[config.mk]
export PLATFORM = sky130hd
export DESIGN_NAME = mem_responder_flat
export DESIGN_NICKNAME = d
export VERILOG_FILES = /design/src/rtl/mem_responder_pkg.sv /design/src/rtl/mem_responder_if.sv /design/src/rtl/mem_responder_mmio_regs.sv /design/src/rtl/mem_responder.sv /design/src/flat_wrapper.sv
export SDC_FILE = /design/constraint.sdc
export NUM_CORES = 1
export LEC_CHECK = 0
export ABC_AREA = 1
export CORE_AREA = 2 2 75 113
export CTS_BUF_LIST = sky130_fd_sc_hd__clkbuf_2
export DETAILED_ROUTE_END_ITERATION = 6
export DIE_AREA = 0 0 77 115
export HOLD_SLACK_MARGIN = 0.08
export PLACE_DENSITY = 0.86
export SLEW_MARGIN = 10
export SYNTH_ARGS = -nofsm -noshare
export SYNTH_HDL_FRONTEND = slang
export SYNTH_SLANG_ARGS = --single-unit
[constraint.sdc]
create_clock -name clk -period 3 [get_ports clk]
set_input_delay 0.3 -clock clk [delete_from_list [all_inputs] [get_ports clk]]
set_output_delay 0.3 -clock clk [all_outputs]
set_load 0.02 [all_outputs]
[src/rtl/mem_responder_pkg.sv]
// Shared types, address map defaults, sequencer state encodings and the
// data-address decoder for the CPU memory responder.
package mem_responder_pkg;

    localparam int WORD_WIDTH = 16;

    typedef logic [WORD_WIDTH-1:0] word_t;

    // The stack grows down from F7FF, so everything from F800 up is MMIO.
    localparam word_t MMIO_BASE_DEFAULT = 16'hF800;
    localparam word_t LED_ADDR_DEFAULT  = 16'hFFF0;
    localparam word_t CNT_ADDR_DEFAULT  = 16'hFFF1;

    localparam logic [2:0] ST_IDLE       = 3'd0;
    localparam logic [2:0] ST_FETCH      = 3'd1;
    localparam logic [2:0] ST_FETCH_WAIT = 3'd2;
    localparam logic [2:0] ST_DATA       = 3'd3;
    localparam logic [2:0] ST_DATA_WAIT  = 3'd4;
    localparam logic [2:0] ST_DONE       = 3'd5;

    typedef enum logic [1:0] {
        REGION_RAM,
        REGION_LED,
        REGION_CNT,
        REGION_MMIO
    } region_e;

    function automatic region_e decode_addr(
        input word_t addr,
        input word_t mmio_base,
        input word_t led_addr,
        input word_t cnt_addr
    );
        if (addr < mmio_base) return REGION_RAM;
        if (addr == led_addr) return REGION_LED;
        if (addr == cnt_addr) return REGION_CNT;
        return REGION_MMIO;
    endfunction

endpackage

[src/rtl/mem_responder_if.sv]
// CPU-side instruction/data ports and board SRAM port served by mem_responder.
interface mem_responder_if;
    import mem_responder_pkg::*;

    word_t pc;
    word_t instr;
    word_t data_addr;
    word_t data_out;
    logic  mem_write_en;
    word_t data_in;

    word_t sram_addr;
    word_t sram_wdata;
    logic  sram_we;
    word_t sram_rdata;

    // Responder view.
    modport slave (
        input  pc, data_addr, data_out, mem_write_en, sram_rdata,
        output instr, data_in, sram_addr, sram_wdata, sram_we
    );

    // CPU plus SRAM view, as seen from the rest of the top level.
    modport master (
        output pc, data_addr, data_out, mem_write_en, sram_rdata,
        input  instr, data_in, sram_addr, sram_wdata, sram_we
    );

endinterface

[src/rtl/mem_responder_mmio_regs.sv]
// MMIO register bank: the read/write LED register and the read-only CPU
// step counter, with a combinational read mux on the data address.
module mmio_regs
    import mem_responder_pkg::*;
#(
    parameter word_t LED_ADDR = LED_ADDR_DEFAULT,
    parameter word_t CNT_ADDR = CNT_ADDR_DEFAULT
) (
    input  logic  clk,
    input  logic  rst,
    input  logic  step,
    input  logic  wr_en,
    input  word_t addr,
    input  word_t wdata,
    output word_t leds,
    output word_t rdata
);

    word_t step_cnt;

    // NOTE: state is updated with <= so every register samples pre-edge values.
    always_ff @(posedge clk or negedge rst) begin
        if (!rst) begin
            leds     <= '0;
            step_cnt <= '0;
        end else begin
            if (step) begin
                step_cnt <= step_cnt + 16'd1;
            end
            if (wr_en && (addr == LED_ADDR)) begin
                leds <= wdata;
            end
        end
    end

    // NOTE: the default assignment first keeps this block free of latches.
    always_comb begin
        rdata = '0;
        if (addr == LED_ADDR) begin
            rdata = leds;
        end else if (addr == CNT_ADDR) begin
            rdata = step_cnt;
        end
    end

endmodule

[src/rtl/mem_responder.sv]
// Per-step fetch-then-data sequencer serving the CPU from one synchronous
// single-port SRAM plus the MMIO register bank.
module mem_responder
    import mem_responder_pkg::*;
#(
    parameter word_t MMIO_BASE = MMIO_BASE_DEFAULT,
    parameter word_t LED_ADDR  = LED_ADDR_DEFAULT,
    parameter word_t CNT_ADDR  = CNT_ADDR_DEFAULT
) (
    input  logic            clk,
    input  logic            rst,
    input  logic            clk_stb_800k,
    mem_responder_if.slave  bus,
    output word_t           leds,
    output logic            overrun
);

    logic [2:0] state;
    logic [2:0] state_nxt;
    region_e    region;
    logic       busy;
    logic       store_now;
    logic       mmio_wr;
    word_t      mmio_rdata;

    assign region = decode_addr(bus.data_addr, MMIO_BASE, LED_ADDR, CNT_ADDR);
    assign busy   = (state == ST_FETCH) || (state == ST_FETCH_WAIT) ||
                    (state == ST_DATA)  || (state == ST_DATA_WAIT);

    // A strobe landing on the DATA exit edge aborts the step, so its store is withheld.
    assign store_now = (state == ST_DATA) && bus.mem_write_en && !clk_stb_800k;
    assign mmio_wr   = store_now && (region != REGION_RAM);

    // ---------------------------------------------------------------------
    // Sequencer: any strobe (re)starts at FETCH.
    // ---------------------------------------------------------------------
    always_comb begin
        state_nxt = state;
        if (clk_stb_800k) begin
            state_nxt = ST_FETCH;
        end else begin
            case (state)
                ST_FETCH:      state_nxt = ST_FETCH_WAIT;
                ST_FETCH_WAIT: state_nxt = ST_DATA;
                ST_DATA:       state_nxt = ST_DATA_WAIT;
                ST_DATA_WAIT:  state_nxt = ST_DONE;
                default:       state_nxt = state;
            endcase
        end
    end

    // ---------------------------------------------------------------------
    // SRAM port: combinational so the DATA-cycle address follows the freshly
    // captured instruction; MMIO addresses never reach the SRAM.
    // ---------------------------------------------------------------------
    always_comb begin
        bus.sram_addr  = '0;
        bus.sram_wdata = '0;
        bus.sram_we    = 1'b0;
        case (state)
            ST_FETCH: begin
                bus.sram_addr = bus.pc;
            end
            ST_DATA: begin
                if (region == REGION_RAM) begin
                    bus.sram_addr  = bus.data_addr;
                    bus.sram_wdata = bus.data_out;
                    bus.sram_we    = store_now;
                end
            end
            default: begin
            end
        endcase
    end

    // ---------------------------------------------------------------------
    // Registered outputs to the CPU and the sticky overrun flag.
    // ---------------------------------------------------------------------
    always_ff @(posedge clk or negedge rst) begin
        if (!rst) begin
            state       <= ST_IDLE;
            bus.instr   <= 16'hFFFF;
            bus.data_in <= '0;
            overrun     <= 1'b0;
        end else begin
            state <= state_nxt;
            if (clk_stb_800k && busy) begin
                overrun <= 1'b1;
            end
            if ((state == ST_FETCH_WAIT) && !clk_stb_800k) begin
                bus.instr <= bus.sram_rdata;
            end
            if ((state == ST_DATA_WAIT) && !clk_stb_800k) begin
                bus.data_in <= (region == REGION_RAM) ? bus.sram_rdata : mmio_rdata;
            end
        end
    end

    mmio_regs #(
        .LED_ADDR (LED_ADDR),
        .CNT_ADDR (CNT_ADDR)
    ) u_mmio_regs (
        .clk   (clk),
        .rst   (rst),
        .step  (clk_stb_800k),
        .wr_en (mmio_wr),
        .addr  (bus.data_addr),
        .wdata (bus.data_out),
        .leds  (leds),
        .rdata (mmio_rdata)
    );

    // ---------------------------------------------------------------------
    // Safety properties of the SRAM port and the error flag.
    // ---------------------------------------------------------------------
    a_we_only_ram_data: assert property (@(posedge clk) disable iff (!rst)
        bus.sram_we |-> ((state == ST_DATA) && (bus.sram_addr < MMIO_BASE)));

    a_overrun_sticky: assert property (@(posedge clk) disable iff (!rst)
        overrun |=> overrun);

    a_fetch_after_strobe: assert property (@(posedge clk) disable iff (!rst)
        clk_stb_800k |=> (state == ST_FETCH));

endmodule

[src/flat_wrapper.sv]
// flat-port wrapper written by rule: the top's interface ports become plain ports
module mem_responder_flat import mem_responder_pkg::*;
#(
    parameter word_t MMIO_BASE = MMIO_BASE_DEFAULT,
    parameter word_t LED_ADDR  = LED_ADDR_DEFAULT,
    parameter word_t CNT_ADDR  = CNT_ADDR_DEFAULT
)
  (clk, rst, clk_stb_800k, leds, overrun, bus_pc, bus_data_addr, bus_data_out, bus_mem_write_en, bus_sram_rdata, bus_instr, bus_data_in, bus_sram_addr, bus_sram_wdata, bus_sram_we);
  mem_responder_if bus_i ();
  input  logic clk;
  input  logic rst;
  input  logic clk_stb_800k;
  output word_t leds;
  output logic overrun;
  input wire logic [$bits(bus_i.pc)-1:0] bus_pc;
  input wire logic [$bits(bus_i.data_addr)-1:0] bus_data_addr;
  input wire logic [$bits(bus_i.data_out)-1:0] bus_data_out;
  input wire logic [$bits(bus_i.mem_write_en)-1:0] bus_mem_write_en;
  input wire logic [$bits(bus_i.sram_rdata)-1:0] bus_sram_rdata;
  output wire logic [$bits(bus_i.instr)-1:0] bus_instr;
  output wire logic [$bits(bus_i.data_in)-1:0] bus_data_in;
  output wire logic [$bits(bus_i.sram_addr)-1:0] bus_sram_addr;
  output wire logic [$bits(bus_i.sram_wdata)-1:0] bus_sram_wdata;
  output wire logic [$bits(bus_i.sram_we)-1:0] bus_sram_we;
  assign bus_i.pc = bus_pc;
  assign bus_i.data_addr = bus_data_addr;
  assign bus_i.data_out = bus_data_out;
  assign bus_i.mem_write_en = bus_mem_write_en;
  assign bus_i.sram_rdata = bus_sram_rdata;
  assign bus_instr = bus_i.instr;
  assign bus_data_in = bus_i.data_in;
  assign bus_sram_addr = bus_i.sram_addr;
  assign bus_sram_wdata = bus_i.sram_wdata;
  assign bus_sram_we = bus_i.sram_we;
  mem_responder #(.MMIO_BASE(MMIO_BASE), .LED_ADDR(LED_ADDR), .CNT_ADDR(CNT_ADDR)) u_core (.clk(clk), .rst(rst), .clk_stb_800k(clk_stb_800k), .bus(bus_i), .leds(leds), .overrun(overrun));
endmodule
==> Word-level counts from Yosys, hierarchy flattened <==
Cells that the tools add are included.
{ "op_classes": {"n_addsub": 1, "n_mul": 0, "div_mod_pow": 0, "magnitude_cmp": 1, "eq_ne": 6, "n_shift": 0, "n_mux": 23, "bitwise": 0, "n_reduce_logical": 14} }
{ "op_table": {"columns": ["operator", "count"], "rows": [
  ["2-to-1 mux 16 bit", 6],
  ["equality test 16 bit, second input constant", 2],
  ["one-hot mux 16 bit (2 select lines)", 1],
  ["adder 16 x 1 -> 16 bit, second input constant", 1],
  ["< comparator 16 bit, second input constant", 1],
  ["2-to-1 mux 2 bit", 6],
  ["one-hot mux 3 bit (4 select lines)", 1],
  ["2-to-1 mux 1 bit", 8],
  ["logical AND 1 bit", 7],
  ["equality test 3 x 2 -> 1 bit, second input constant", 2],
  ["nonzero test 5 bit", 1],
  ["equality test 3 x 1 -> 1 bit, second input constant", 1],
  ["equality test 3 bit, second input constant", 1],
  ["logical OR 1 bit", 3],
  ["2-to-1 mux 3 bit", 1],
  ["logical NOT 2 bit", 1],
  ["nonzero test 2 bit", 1],
  ["logical NOT 1 bit", 1]
]} }
{ "totals": {"reg_bits": 68, "latchBits": 0, "ramBits": 0, "romBits": 0, "input_bits": 68, "elab_cells": 51, "mem_count": 0} }

==> Depth between registers and ports, before layout <==
Gate-level depths: netlist (run 1).
{ "logic_depth": {"depth_word": 11, "mapped_depth": 10, "depth_no_buf": 9} }

==> Hierarchy <==
From an unflattened synthesis (run 1), not the netlist that was laid out.
{ "unflattened": {"cells_unflattened": 561, "hier_area_um2": 4018.9} }
{ "by_module_without_submodules": {"columns": ["mod", "instances", "cells_per_inst", "area_each_um2", "seq_area_each_um2"], "rows": [
  ["mem_responder", 1, 307, 2120.8, 920.9],
  ["mmio_regs", 1, 254, 1898.1, 800.8]
]} }

==> Worst setup path before layout (run 1) <==
Ideal clock, no wire load.
{ "synth_path": {"path_type": "register to output", "start": "register u_core.state[1]", "end": "output port bus_sram_addr[0]", "t_arrival_ns": 1.377, "required_ns": 2.700, "slack_ns": 1.323, "stages_incl_launch_ff": 5, "path_buffers": 1, "path_cell_list": "dfrtp_1 -> inv_2 -> nand3_1 -> clkbuf_1 -> o21ai_0"} }
{ "synth_between": {"elab_chain_cells": 2, "elab_cells_between_ends": 3} }
{ "synth_lines": {"columns": ["item", "line", "text"], "rows": [
  ["start, declared", "mem_responder.sv:18", "logic [2:0] state;"],
  ["start signal, assigned", "mem_responder.sv:86", "state <= state_nxt;"],
  ["equality test 3 x 2 -> 1 bit or equality test 3 x 1 -> 1 bit (tied branches)", "mem_responder.sv:60", "case (state)"],
  ["one-hot mux 16 bit (2 select lines) (*)", "mem_responder.sv:60", null],
  ["end, declared", "flat_wrapper.sv:22", "output wire logic [$bits(bus_i.sram_addr)-1:0] bus_sram_addr;"]
]} }
Mark *: on every way between the ends. The rest lies on a longest branch, timed or not.

==> Worst setup path after layout (run 1) <==
{ "layout_path": {"start": "register u_core.state[2]", "end": "output port bus_sram_addr[15]"} }
The elaborated chain is that of the path after synthesis.

==> flow_summary.ini, run 1 <==
[synthesis]
yosysSeqAreaShare_pct = 46.9
synthDistinctLibCells = 32
netlist_instances = 452
synth_area_leaders = dfrtp_1 (35%), nand2_1 (13%), dfstp_2 (11%)
avgSynthCellArea_um2 = 8.12
ys_ff_latch = 68
yosys_warnings = 0
syn_area_um2 = 3670
yosys.area.top_type_share_pct = 35.5
synth_top_area_cell = dfrtp_1
synth_fp_nets = 521

[floorplanning]
die_x_um = 77
row_count = 40
die_h_um = 115
dieArea_um2 = 8860
start_util_pct = 46.4
core_um2 = 7910
io-pin-count = 150

[routing]
totalWireLength_mm = 11.1
vias = 3652
drc = 0
antenna_left = 0
avgViaCountPerCell = 5.16
dr.first_iter.drc_count = 267
detail_route.wl_per_cell_um = 15.7
drt-pass1-iter-count = 4

[sta]
rsz0062_at_grt = no
hold_viol = 0
holdWs_ps = 273
skew_ps = 26.4
setup_violations = 0
setup_tns_ps = 0
slew_headroom_pct = 50.8
period_share_pct = 93.4
fin_crit_ps = 2800
slew_violations = 0
worstMarginPinSlew_ps = 737
fmax_ghz = 0.357

[cells_and_area]
area_growth_pct = 44.6
multi_input_area_um2 = 1620
final_util_pct = 67.1
drive_gt1_share_pct = 11.5
final_cell_mix = clkdlybuf4s50_1 (148), nand2_1 (123), nand3_1 (70)
layout_commonest_cell = clkdlybuf4s50_1
n_fill_cell = 664
nets = 667
register_area_um2 = 1720

[place]
place.gp.congestion = 0.890
detailed_place_hpwl_mm = 8.70
numPortBuffers = 149

[cts]
cts_buffers = 9
clock-root-buffer = clkbuf_2
ctsLongestPathBuffers = 2
htree_levels = 3
clkSlewWorstSetupHoldPaths_ps = 170
insertion_delay_ps = 530
clock_sinks = 68
cts_tree = done
post-cts-setup-buffers = 0

[critical_path]
critPathLaunchType = flop
required_ps = 2700
crit_fanout = 19
worstPathArrival_ps = 2500
crit_type = flop to primary output
reg2reg_setup_slack_ps = 1060
crit_path_end_kind = primary output

[power_and_ir_drop]
finalPower_mw = 3.41
ir_drop_mv = 0.349
power_density_nw_per_um2 = 642
p_leak_nw = 2.48

[hold_path]
min_path_type = primary input to asynchronous set/reset pin

[grt]
grt_pass1_wl_mm = 18.2
grt_max_degree = 46
grt_pass1_vias = 3772
track_usage_pct = 26.5
antenna_found_initial = 0
overflow = 0

[job]
drv_cap = 0

[run_status]
status = complete, no violations
synth_stat cells:
library cell and number:
nand2_1 123, nand3_1 71, inv_1 53, dfrtp_1 52, o21ai_0 29, nor3_1 17
dfstp_2 16, nor2_1 14, buf_2 12, mux2_4 10, xor2_1 7, mux2_2 6
nor2_2 5, o21ai_1 5, a21oi_1 4, xnor2_1 4, clkbuf_1 3, inv_2 3
buf_4 2, buf_6 2, nand3_4 2, nor2_4 2, a21o_1 1, clkbuf_2 1
clkinv_1 1, ha_1 1, inv_4 1, nand3_2 1, nand3b_1 1, nand4_1 1
nor3_4 1, or2_2 1
through the flow:
step | instances | instance area (um^2) | worst slack [ps]
finish | 708 | 5310 | 197
global route | 707 | 5300 | 14.9
CTS | 707 | 5290 | 19.4
detailed placement | 691 | 5210 | 407
global placement | 691 | 5210 | 497
floorplan | 452 | 3670 | 1320
state kept, by name (all words and copies together) (netlist names):
name                         count
u_core.bus.data_in              16
u_core.bus.instr                16
u_core.overrun                   1
u_core.state                     3
u_core.u_mmio_regs.leds         16
u_core.u_mmio_regs.step_cnt     16
critical path: stages (launching register included):
cell and delay (ps):
dfrtp_1 440, inv_2 160, nand3_4 260, inv_6 220, nand3_1 120, o21ai_0 130
clkdlybuf4s50_1 660
path summary, 6_finish.rpt:
path,from,end,cells after the start
max reg2reg,u_core.state[2]$_DFFE_PN0P_,u_core.u_mmio_regs.leds[5]$_DFFE_PN0P_,5
min reg2reg,u_core.bus.data_in[11]$_DFFE_PN0P_,u_core.bus.data_in[11]$_DFFE_PN0P_,2
min,rst,u_core.bus.data_in[4]$_DFFE_PN0P_,2
max in group asynchronous,rst,u_core.state[0]$_DFFE_PN0P_,3
min in group clk,bus_data_out[13],u_core.u_mmio_regs.leds[13]$_DFFE_PN0P_,3
max,u_core.state[2]$_DFFE_PN0P_,bus_sram_addr[15],6
cell type report:
type,instances,area share [%]
multi-input cells,306,30.5
diodes,1,0.0472
clock buffers,10,0.943
inverters,58,4.24
flip-flops and latches,68,32.5
well taps,105,2.48
repair buffers,155,28.9
clock inverters,5,0.401
cells by family after synthesis:
family | after synthesis | share of synthesized area [%]
fa+ha+maj | 1 | 0.341
xor+xnor | 11 | 2.63
mux | 16 | 5.93
compound gates | 39 | 5.39
buf+inv | 78 | 9.10
flops | 68 | 46.9
simple gates | 239 | 29.7
layer usage:
metal  track usage (%)  part of all wire [%]
met3              5.73                   7.2
met1              28.4                    37
met2              48.1                    52
met5                 0                     0
met4              15.0                   3.9
repair_timing:
action / CTS / global route
hold buffers: 1 / 0
endpoints found under the setup margin: 6 / 14
resized for setup: 1 / 4
endpoints found under the hold margin: 23 / 0
power breakdown:
| group | leakage [nW] | total [mW] | internal (mW) | switching, mW |
|---|---|---|---|---|
| sequential | 0.850 | 1.45 | 1.26 | 0.196 |
| clock | 0.0541 | 0.405 | 0.0972 | 0.307 |
| combinational | 1.58 | 1.55 | 0.785 | 0.767 |
| total | 2.48 | 3.41 | 2.14 | 1.27 |
(Power assumes the default switching activity.)
==> run 2, diff against run 1 <==
--- a/config.mk
+++ b/config.mk
@@ -12,7 +12,7 @@
 export DIE_AREA = 0 0 77 115
 export HOLD_SLACK_MARGIN = 0.08
 export PLACE_DENSITY = 0.86
-export SLEW_MARGIN = 10
+export SLEW_MARGIN = 20
 export SYNTH_ARGS = -nofsm -noshare
 export SYNTH_HDL_FRONTEND = slang
 export SYNTH_SLANG_ARGS = --single-unit
==> results of run 2 <==
No change in the layout: final DEF, timing and power equal those of run 1.
==> run 3, diff against run 2 <==
--- a/config.mk
+++ b/config.mk
@@ -6,10 +6,10 @@
 export NUM_CORES = 1
 export LEC_CHECK = 0
 export ABC_AREA = 1
-export CORE_AREA = 2 2 75 113
+export CORE_AREA = 3 3 76 114
 export CTS_BUF_LIST = sky130_fd_sc_hd__clkbuf_2
 export DETAILED_ROUTE_END_ITERATION = 6
-export DIE_AREA = 0 0 77 115
+export DIE_AREA = 0 0 79 117
 export HOLD_SLACK_MARGIN = 0.08
 export PLACE_DENSITY = 0.86
 export SLEW_MARGIN = 20
==> run 3 against run 2 <==
  * Worst hold slack improved by 7.6 ps
  * Utilization increased by 2.0 points
  * Critical path type unchanged
  * Power is 3.1% higher
  * Register-to-register slack worse by 90 ps
  * Flip-flop and latch count unchanged
  * Critical path depth stayed put
  * Sequential power hardly changed
  * First-iteration DRC count shrank 1.1%
  * Largest power group unchanged
==> flow_summary.ini, run 3 (synthesis results as in run 1) <==
[routing]
drc = 0
avgViaCountPerCell = 5.18
vias = 3656
detail_route.wl_per_cell_um = 15.9
antenna_left = 0
dr.first_iter.drc_count = 264
totalWireLength_mm = 11.2
drt-pass1-iter-count = 6

[sta]
setup_violations = 0
fmax_ghz = 0.357
fin_crit_ps = 2800
rsz0062_at_grt = no
worstMarginPinSlew_ps = 768
slew_headroom_pct = 48.7
setup_ws_ps = 197
setup_tns_ps = 0
slew_violations = 0
hold_viol = 0
skew_ps = 34.4
period_share_pct = 93.4

[critical_path]
crit_chain = inv_2 -> nand3_4 -> inv_4 -> nand3_1 -> o21ai_0 -> clkdlybuf4s50_1
worstPathArrival_ps = 2500
path_buf_inv = 3
path_depth = 6
crit_type = flop to primary output
cp_slowest_cell = clkdlybuf4s50_1
r2r_cells = 5
crit_fanout = 19
cpPeakStageDelay_ps = 670
crit_path_end_kind = primary output
required_ps = 2700
critPathLaunchType = flop
path_delay_family = buffers and inverters

[floorplanning]
core_um2 = 7710
row_count = 39
start_util_pct = 47.6
die_x_um = 79
io-pin-count = 150
dieArea_um2 = 9240
die_h_um = 117

[cells_and_area]
layout_commonest_cell = clkdlybuf4s50_1
final_cells = 706
final_cell_mix = clkdlybuf4s50_1 (148), nand2_1 (123), nand3_1 (70)
n_fill_cell = 640
drive_gt1_share_pct = 11.8
final_util_pct = 69.1
nets = 667
area_growth_pct = 45.3

[cts]
cts_tree = done
ctsLongestPathBuffers = 2
insertion_delay_ps = 510
clkSlewWorstSetupHoldPaths_ps = 200
clock-root-buffer = clkbuf_2
clock_sinks = 68
cts_buffers = 9
post-cts-setup-buffers = 0
htree_levels = 3

[place]
place.gp.congestion = 0.922
numPortBuffers = 149
detailed_place_hpwl_mm = 8.74
dp.cells = 688
detailedPlace.worstSlack_ps = 442

[power_and_ir_drop]
ir_drop_mv = 0.293
finalPower_mw = 3.52
power_density_nw_per_um2 = 659
p_leak_nw = 2.50

[grt]
grt_pass1_wl_mm = 18.0
grt_max_degree = 46
antenna_found_initial = 1
overflow = 0
track_usage_pct = 25.4
grt_pass1_vias = 3739

[run_status]
status = complete, no violations

[hold_path]
min_path_type = primary input to asynchronous set/reset pin

[job]
drv_cap = 0
## run 3: cell types whose count changed in the layout (fill, tap and decap cells not counted)
cell | before | now
bufinv_16 | 0 | 1
inv_6 | 1 | 0
clkinv_1 | 3 | 2
clkbuf_2 | 10 | 13
inv_4 | 1 | 2
clkinv_2 | 2 | 0
## run 3: power breakdown
part | leakage, nW | internal [mW] | switching (mW)
clock | 0.0713 | 0.202 | 0.315
combinational | 1.58 | 0.784 | 0.764
sequential | 0.850 | 1.26 | 0.194
## run 3: stage by stage
step / cell area [um^2] / hold WS (ps)
after floorplan: 3670 / 4.41
after global placement: 5210 / 282
after detailed placement: 5210 / 283
after CTS: 5320 / 233
after global routing: 5330 / 269
final: 5330 / 281
## run 3: final cells by class
type / count / area [um^2] / share of cell area [%]
multi-input cells: 306 / 1620 / 30.4
diodes: 1 / 2.50 / 0.0469
clock inverters: 3 / 37.5 / 0.704
well taps: 102 / 128 / 2.39
repair buffers: 155 / 1530 / 28.8
clock buffers: 13 / 65.1 / 1.22
inverters: 58 / 223 / 4.18
flip-flops and latches: 68 / 1720 / 32.3
## run 3: final timing paths
check / start / endpoint / slack [ps]
worst min register to register: u_core.overrun$_DFFE_PN0P_ / u_core.overrun$_DFFE_PN0P_ / 500
min in group clk: bus_data_out[12] / u_core.u_mmio_regs.leds[12]$_DFFE_PN0P_ / 370
worst min-delay path: rst / u_core.bus.data_in[13]$_DFFE_PN0P_ / 280
max in group asynchronous: rst / u_core.bus.instr[4]$_DFFE_PN1P_ / 1760
worst max register to register: u_core.state[2]$_DFFE_PN0P_ / u_core.u_mmio_regs.leds[3]$_DFFE_PN0P_ / 970
worst max-delay path: u_core.state[2]$_DFFE_PN0P_ / bus_sram_addr[10] / 200
## run 3: repair_timing
action / CTS / global route
hold buffers: 1 / 0
endpoints found under the hold margin: 23 / 0
endpoints found under the setup margin: 1 / 10
gates resized for setup: 1 / 3
## run 3: layer usage
| layer | track usage (%) | vias up | wire length, um |
|---|---|---|---|
| li1 | - | 1745 | - |
| met1 | 26.6 | 1699 | 4020 |
| met2 | 47.1 | 182 | 5990 |
| met3 | 6.43 | 30 | 809 |
| met4 | 12.5 | 0 | 370 |
| met5 | 0 | - | 0 |
## run 3: worst register-to-register path: cells and delay by family, from the launching register on
kind / cells / cell delay (ps)
compound gates: 1 / 430
buf+inv: 1 / 160
flops: 1 / 450
simple gates: 3 / 890
